**config.mk**
```make
export PLATFORM = sky130hd
export DESIGN_NAME = priority_scan_enc_flat
export DESIGN_NICKNAME = d
export VERILOG_FILES = /design/src/rtl/priority_scan_enc_if.sv /design/src/rtl/priority_scan_enc.sv /design/src/flat_wrapper.sv
export SDC_FILE = /design/constraint.sdc
export NUM_CORES = 1
export LEC_CHECK = 0
export CAP_MARGIN = 20
export CORE_MARGIN = 2
export CORE_UTILIZATION = 40
export DETAILED_ROUTE_END_ITERATION = 10
export PLACE_DENSITY = 0.66
export RECOVER_POWER = 100
export SLEW_MARGIN = 20
export SYNTH_ARGS = -nofsm -noshare
export SYNTH_HDL_FRONTEND = slang
export SYNTH_SLANG_ARGS = --single-unit
```
**constraint.sdc**
```tcl
create_clock -name clk -period 2.7 [get_ports clk]
set_input_delay 0.54 -clock clk [delete_from_list [all_inputs] [get_ports clk]]
set_output_delay 0.54 -clock clk [all_outputs]
set_load 0.005 [all_outputs]
```
**src/rtl/priority_scan_enc_if.sv**
```systemverilog
// rtl/priority_scan_enc_if.sv - request-vector in / index-beat out handshake bundle for priority_scan_enc
interface priority_scan_enc_if #(
  parameter int WIDTH = 16,
  parameter int IDX_W = $clog2(WIDTH)
);
  logic             in_valid;
  logic             in_ready;
  logic [WIDTH-1:0] in_vec;
  logic             out_valid;
  logic             out_ready;
  logic [IDX_W-1:0] out_idx;
  logic             out_last;
  logic             out_zero;

  modport master (
    output in_valid, in_vec, out_ready,
    input  in_ready, out_valid, out_idx, out_last, out_zero
  );

  modport slave (
    input  in_valid, in_vec, out_ready,
    output in_ready, out_valid, out_idx, out_last, out_zero
  );
endinterface

```
**src/rtl/priority_scan_enc.sv**
```systemverilog
// rtl/priority_scan_enc.sv - sequential priority encoder draining every set bit of a vector, one index per beat
// PRIORITY_SCAN_MSB_FIRST_EN selects highest-index-first order instead of the default lowest-index-first.
module priority_scan_enc #(
  parameter int WIDTH = 16
) (
  input logic                clk,
  input logic                rst,
  priority_scan_enc_if.slave bus
);
  localparam int IDX_W = $clog2(WIDTH);

  typedef enum logic {IDLE, SCAN} state_t;

  state_t           state;
  logic [WIDTH-1:0] rem_q;
  logic             zero_q;
  logic             in_ready_q;
  logic             out_valid_q;
  logic [IDX_W-1:0] out_idx_q;
  logic             out_last_q;
  logic [WIDTH-1:0] rem_clr;

  function automatic logic [IDX_W-1:0] pick(input logic [WIDTH-1:0] v);
    logic [IDX_W-1:0] idx;
    idx = '0;
`ifdef PRIORITY_SCAN_MSB_FIRST_EN
    for (int i = 0; i < WIDTH; i++)
      if (v[i]) idx = IDX_W'(i);
`else
    for (int i = WIDTH - 1; i >= 0; i--)
      if (v[i]) idx = IDX_W'(i);
`endif
    return idx;
  endfunction

  // Clearing the lowest set bit leaves zero exactly when popcount <= 1.
  function automatic logic at_most_one(input logic [WIDTH-1:0] v);
    return (v & (v - WIDTH'(1))) == '0;
  endfunction

  assign rem_clr = rem_q & ~(WIDTH'(1) << out_idx_q);

  // Index and last flag are precomputed for the next beat so every output is a flop.
  always_ff @(posedge clk) begin
    if (rst) begin
      state       <= IDLE;
      rem_q       <= '0;
      zero_q      <= 1'b0;
      in_ready_q  <= 1'b1;
      out_valid_q <= 1'b0;
      out_idx_q   <= '0;
      out_last_q  <= 1'b0;
    end else begin
      case (state)
        IDLE: begin
          if (bus.in_valid) begin
            rem_q       <= bus.in_vec;
            zero_q      <= (bus.in_vec == '0);
            out_idx_q   <= pick(bus.in_vec);
            out_last_q  <= at_most_one(bus.in_vec);
            in_ready_q  <= 1'b0;
            out_valid_q <= 1'b1;
            state       <= SCAN;
          end
        end
        SCAN: begin
          if (bus.out_ready) begin
            if (out_last_q) begin
              rem_q       <= '0;
              zero_q      <= 1'b0;
              out_idx_q   <= '0;
              out_last_q  <= 1'b0;
              out_valid_q <= 1'b0;
              in_ready_q  <= 1'b1;
              state       <= IDLE;
            end else begin
              rem_q      <= rem_clr;
              out_idx_q  <= pick(rem_clr);
              out_last_q <= at_most_one(rem_clr);
            end
          end
        end
        default: state <= IDLE;
      endcase
    end
  end

  assign bus.in_ready  = in_ready_q;
  assign bus.out_valid = out_valid_q;
  assign bus.out_idx   = out_idx_q;
  assign bus.out_last  = out_last_q;
  assign bus.out_zero  = zero_q;
endmodule

```
**src/flat_wrapper.sv**
```systemverilog
// flat-port wrapper written by rule: the top's interface ports become plain ports
module priority_scan_enc_flat 
#(
  parameter int WIDTH = 16
)
  (clk, rst, bus_in_valid, bus_in_vec, bus_out_ready, bus_in_ready, bus_out_valid, bus_out_idx, bus_out_last, bus_out_zero);
  priority_scan_enc_if #(.WIDTH(WIDTH)) bus_i ();
  input logic clk;
  input logic rst;
  input wire logic [$bits(bus_i.in_valid)-1:0] bus_in_valid;
  input wire logic [$bits(bus_i.in_vec)-1:0] bus_in_vec;
  input wire logic [$bits(bus_i.out_ready)-1:0] bus_out_ready;
  output wire logic [$bits(bus_i.in_ready)-1:0] bus_in_ready;
  output wire logic [$bits(bus_i.out_valid)-1:0] bus_out_valid;
  output wire logic [$bits(bus_i.out_idx)-1:0] bus_out_idx;
  output wire logic [$bits(bus_i.out_last)-1:0] bus_out_last;
  output wire logic [$bits(bus_i.out_zero)-1:0] bus_out_zero;
  assign bus_i.in_valid = bus_in_valid;
  assign bus_i.in_vec = bus_in_vec;
  assign bus_i.out_ready = bus_out_ready;
  assign bus_in_ready = bus_i.in_ready;
  assign bus_out_valid = bus_i.out_valid;
  assign bus_out_idx = bus_i.out_idx;
  assign bus_out_last = bus_i.out_last;
  assign bus_out_zero = bus_i.out_zero;
  priority_scan_enc #(.WIDTH(WIDTH)) u_core (.clk(clk), .rst(rst), .bus(bus_i));
endmodule
```
==> results of run 1 <==
-- power breakdown --
part	total, mW	internal [mW]	switching, mW	leakage (nW)
combinational	0.496	0.222	0.274	0.728
sequential	0.460	0.402	0.0572	0.207
clock	0.229	0.103	0.126	0.0255
-- area by class of cell --
type                       count  share of cell area [%]
multi-input combinational    265                    57.5
sequential                    25                    18.4
timing repair buffer          57                    17.9
tap                           72                    3.30
clock buffer                   3                    1.51
inverter                       9                    1.24
clock inverter                 1                   0.183
-- layer usage --
metal	vias to the layer above	GRT usage (%)	wire, um
met5	-	0	0
met4	0	4.91	74
met3	12	1.26	291
met2	88	37.3	3120
met1	1212	31.8	3280
li1	1287	-	-
-- sequential cells by signal, indices dropped and copies added (netlist names) --
| signal | count |
|---|---|
| u_core.rem_q | 16 |
| u_core.bus.out_idx | 4 |
| u_core.bus.in_ready | 1 |
| u_core.bus.out_last | 1 |
| u_core.bus.out_valid | 1 |
| u_core.bus.out_zero | 1 |
| u_core.state | 1 |
-- Yosys cell counts, types with 2 or more instances --
cell / instances
o211ai_1: 6
o32a_1: 5
nor3_1: 20
nand3_1: 6
buf_4: 2
o32ai_1: 3
a21oi_1: 24
o21bai_1: 3
and2_1: 2
o41ai_2: 2
nand2_1: 30
a311oi_1: 2
nor4_1: 3
inv_2: 3
buf_2: 4
inv_1: 6
nor3b_1: 2
a31oi_1: 4
nor2_1: 44
mux2i_1: 2
o22ai_1: 3
nand2b_1: 7
o21ai_1: 4
mux2_1: 4
o221ai_1: 2
clkbuf_1: 19
mux2_2: 2
nor2b_1: 3
or3_1: 4
o21ai_0: 29
o31ai_1: 6
a211oi_1: 13
o21a_1: 8
and3_1: 2
dfxtp_1: 25
-- per-stage QoR --
stage / instance area [sq um] / utilization [%]
after global routing: 2730 / 50.2
final: 2730 / 50.2
after floorplan: 2230 / -
after CTS: 2740 / 50.4
after detailed placement: 2690 / 49.5
after global placement: 2690 / 49.5
-- critical path: stages --
cell and delay, ps:
clkdlybuf4s50_1 410, or4_1 550, or3_1 440, o41ai_2 300, nand4_1 150, nor4_2 220
nor2_1 60, o21ai_1 70
-- cells by family (layout without fill, tap and decap cells) --
family,count (synthesis),count (layout)
compound gates,124,124
simple gates,131,131
mux,8,8
buf+inv,36,70
fa+ha+maj,1,1
flops,25,25
xor+xnor,1,1
-- worst paths after layout --
kind                      endpoint  slack, ps  depth (start not counted)
min reg2reg    u_core.bus.out_zero        520                          2
min            u_core.bus.out_zero        520                          2
max reg2reg  u_core.bus.out_idx[1]        260                          8
max            u_core.bus.out_last        150                          8
==> flow_metrics.py, run 1 <==
metrics = {
    "hold_path": {
        "hold_class": "reg2reg",
        "min_from": "u_core.bus.out_zero",
    },
    "sta": {
        "period_share_pct": 94.3,
        "setup_slack_ps": 155,
        "slew_headroom_pct": 16.9,
        "finalCriticalPeriod_ps": 2550,
        "worst_pin_slew_ps": 1250,
        "fmax_mhz": 393,
        "holdWs_ps": 520,
        "rsz0062_at_grt": "false",
        "hold_viol": 0,
        "fin_setup_tns_ps": 0,
        "setup_viol": 0,
        "clock_skew_ps": 11.4,
        "maxSlewViolCount": 0,
    },
    "synth": {
        "ys_types": 57,
        "synth_compound_area_share_pct": 37.3,
        "synth_top_area_cell": "dfxtp_1",
        "synth_edf_count": 0,
        "synth_top_area_share_pct": 22.4,
        "synth-seq-cells": 25,
        "synth_flop_cell": "dfxtp_1",
        "yosys.area_share.simple_pct": 28.5,
        "synthMuxAreaShare_pct": 3.93,
        "syn_inst": 326,
        "yosys_warnings": 0,
        "avgSynthCellArea_sq_um": 6.84,
        "yosys.area_share.adder_pct": 0.449,
        "synthesis.nets": 346,
        "synth_area_sq_um": 2230,
        "async_flop_share_pct": 0,
        "synth_seq_area_share_pct": 22.4,
        "synth-xor-area-share_pct": 0.393,
        "synth_area_leaders": "dfxtp_1 22%, nor2_1 7.4%, o21ai_0 6.5%",
        "synth_top_family_by_area": "compound AO/OA/AOI/OAI gates",
    },
    "pwr": {
        "finalPower_mw": 1.18,
        "power_density_nw_per_um2": 434,
        "leakage_nw": 0.961,
        "peakVddDrop_mv": 0.182,
    },
    "final_layout": {
        "nNetsFinal": 381,
        "finalNonFillerCells": 432,
        "fill_cells": 581,
        "layout_commonest_cell": "nor2_1",
        "multiInputGateArea_sq_um": 1570,
        "seqCellArea_sq_um": 502,
        "areaGrowthSynthToFinish_pct": 22.4,
        "drive_above_1_share_pct": 12.2,
        "antenna_cells": 0,
        "final_cell_mix": "44 x nor2_1, 30 x nand2_1, 30 x o21ai_0",
    },
    "setup_path": {
        "cp_max_fo": 7,
        "critPathLaunch": "bus_in_vec[3]",
        "start_kind": "primary input",
        "worstSetupPathType": "in2reg",
        "cp-end-kind": "register",
        "cp.arrival_ps": 2750,
        "worstPathRequired_ps": 2900,
        "worst_r2r_startpoint": "u_core.bus.out_idx[0]",
    },
    "drt": {
        "wl_per_cell_um": 15.7,
        "drt-initial-drc-count": 248,
        "drt_wl_total_um": 6760,
        "vias": 2599,
        "first_pass_iters": 5,
        "ant_nets": 0,
        "drc": 0,
        "avgViaCountPerCell": 6.02,
    },
    "floorplanning": {
        "die_y_um": 78.7,
        "core_sq_um": 5440,
        "die_w_um": 78.7,
        "die-area_sq_um": 6190,
        "ioPinCount": 28,
        "start_util_pct": 41.0,
        "rows": 27,
    },
    "placed_design": {
        "routabilityCongestion": 0.887,
        "io_buffer_count": 27,
        "dp_cells": 428,
        "dp_hpwl_um": 5240,
        "pre_cts_slack_ps": -133,
    },
    "clock_tree": {
        "cts_inserted_buffers": 3,
        "cts_setup_buffers": 0,
        "clockBufferDepth": 2,
        "cts_resized": 0,
        "path_clk_slew_ps": 100,
        "cts.sinks": 25,
        "cts_tree": "yes",
        "cts_max_level": 1,
        "ctsRootBufferMaster": "clkbuf_8",
        "cts_hold_buffers": 0,
        "clock_latency_ps": 280,
    },
    "job": {
        "maxCapViolations": 0,
    },
    "grt": {
        "grt_overflow": 0,
        "grt_pass1_vias": 2339,
        "grt_pass1_wl_um": 11200,
        "track_usage_pct": 22.4,
        "grt_max_degree": 28,
        "antenna_found_initial": 0,
    },
    "outcome": {
        "status": "completed",
    },
}
Note: power is estimated with default switching activity, not from simulation.
==> run 2: changes to the inputs <==
Settings changed: PLACE_DENSITY 0.66 to 0.69.
==> run 2 against run 1 <==
Maximum frequency is 0.40% lower. Combinational power hardly changed. Cell count is 0.46% lower. First-iteration DRC count is 8.9% lower. Largest cell class unchanged. Sequential power hardly changed. Largest power group unchanged. Sequential share of layout area is 0.064 points higher. Sequential cell count stayed put.
==> flow_metrics.py, run 2 (synthesized netlist as in run 1, its figures left out) <==
metrics = {
    "outcome": {
        "status": "completed",
    },
    "hold_path": {
        "holdPathEnd": "u_core.bus.in_ready",
        "hold_class": "reg2reg",
        "min_from": "u_core.bus.in_ready",
        "hold_depth": 2,
    },
    "sta": {
        "fmax_mhz": 391,
        "maxSlewViolCount": 0,
        "slew_headroom_pct": 63.9,
        "clock_skew_ps": 1.33,
        "finalCriticalPeriod_ps": 2560,
        "rsz0062_at_grt": "false",
        "hold_viol": 0,
        "period_share_pct": 94.6,
        "holdWs_ps": 501,
        "fin_setup_tns_ps": 0,
        "worst_pin_slew_ps": 538,
        "setup_viol": 0,
    },
    "setup_path": {
        "worstSetupPathType": "reg2reg",
        "worst_r2r_path_depth": 7,
        "cp_max_fo": 13,
        "start_kind": "register",
        "r2r_slack_ps": 140,
        "worstPathRequired_ps": 2910,
        "r2r_end": "u_core.bus.out_last",
        "worst_r2r_startpoint": "u_core.bus.out_idx[0]",
        "cp-end-kind": "register",
        "cp.arrival_ps": 2760,
    },
    "drt": {
        "dr_wl_met3_um": 398,
        "first_pass_iters": 5,
        "drt-initial-drc-count": 226,
        "met1_length_um": 3120,
        "wl_per_cell_um": 15.7,
        "highest_layer": "met4",
        "drt_wl_total_um": 6740,
        "wl_met2_um": 3100,
        "avgViaCountPerCell": 6.02,
        "ant_nets": 0,
        "vias": 2590,
        "drc": 0,
    },
    "clock_tree": {
        "cts_inserted_buffers": 3,
        "cts_resized": 0,
        "ctsRootBufferMaster": "clkbuf_8",
        "cts_setup_buffers": 0,
        "cts.sinks": 25,
        "clockBufferDepth": 2,
        "cts_max_level": 1,
        "cts_hold_buffers": 0,
        "cts_tree": "yes",
        "clock_latency_ps": 270,
        "path_clk_slew_ps": 80,
    },
    "floorplanning": {
        "die-area_sq_um": 6190,
        "ioPinCount": 28,
        "start_util_pct": 41.0,
        "core_sq_um": 5440,
        "rows": 27,
        "die_y_um": 78.7,
        "die_w_um": 78.7,
    },
    "placed_design": {
        "io_buffer_count": 27,
        "dp_cells": 426,
        "dp_hpwl_um": 5220,
        "routabilityCongestion": 0.954,
    },
    "final_layout": {
        "largest_reg_flops": 16,
        "areaGrowthSynthToFinish_pct": 21.7,
        "largest_register": "u_core.rem_q",
        "nNetsFinal": 379,
        "finalNonFillerCells": 430,
        "final_util_pct": 49.9,
        "final_cell_mix": "44 x nor2_1, 30 x nand2_1, 30 x o21ai_0",
        "antenna_cells": 0,
        "layout_commonest_cell": "nor2_1",
        "drive_above_1_share_pct": 11.5,
    },
    "grt": {
        "grt_pass1_vias": 2329,
        "antenna_found_initial": 0,
        "track_usage_pct": 21.8,
        "grt_overflow": 0,
        "grt_pass1_wl_um": 11000,
        "grt_max_degree": 28,
    },
    "pwr": {
        "power_density_nw_per_um2": 434,
        "leakage_nw": 0.956,
        "peakVddDrop_mv": 0.196,
        "finalPower_mw": 1.18,
    },
    "job": {
        "maxCapViolations": 0,
    },
}
## run 2: critical path, stage by stage, from the launching register on
cell	delay, ps
dfxtp_1	480
clkbuf_1	250
or3_4	430
a211o_1	360
or3_1	360
o41ai_2	280
o2111ai_1	180
o21ai_1	150
## run 2: final cells by class
cell class              count  area, sq um
inverters                   9         33.8
clock buffers               4         45.0
well taps                  72         90.1
multi-input cells         265         1570
flip-flops and latches     25          500
fillers                   582         2730
repair buffers             55          474
## run 2: worst max-delay path by stage
stage | start | endpoint | slack [ps] | cells after the start
after detailed placement | bus_in_vec[3] | u_core.bus.out_last | -160 | 8
final | u_core.bus.out_idx[0] | u_core.bus.out_last | 140 | 7
after global routing | bus_in_vec[3] | u_core.bus.out_last | 20 | 8
after global placement | bus_in_vec[3] | u_core.bus.out_last | -100 | 8
after CTS | bus_in_vec[3] | u_core.bus.out_last | 130 | 8
after floorplan | bus_in_vec[3] | u_core.bus.out_last | 410 | 8
## run 2: metal layers
layer	global-route usage, %	up-vias
li1	-	1281
met1	29.9	1183
met2	35.8	108
met3	1.84	18
met4	7.72	0
met5	0	-
## run 2: stage by stage
step                      worst slack (ps)  area, sq um
after detailed placement              -155         2680
after global placement               -97.8         2680
after global routing                  21.4         2710
final                                  145         2710
after floorplan                        405         2230
after CTS                              126         2720
## run 2: report_power, final
group | internal (mW) | switching, mW | total (mW)
Combinational | 0.219 | 0.275 | 0.494
Sequential | 0.402 | 0.0601 | 0.462
Clock | 0.106 | 0.117 | 0.223
Total | 0.726 | 0.453 | 1.18
==> run 3: changes to the inputs <==
Settings changed: ABC_CLOCK_PERIOD_IN_PS from default to 2700.
==> results of run 3 <==
Same layout as run 2: the final DEF is identical, and so are final timing and power.
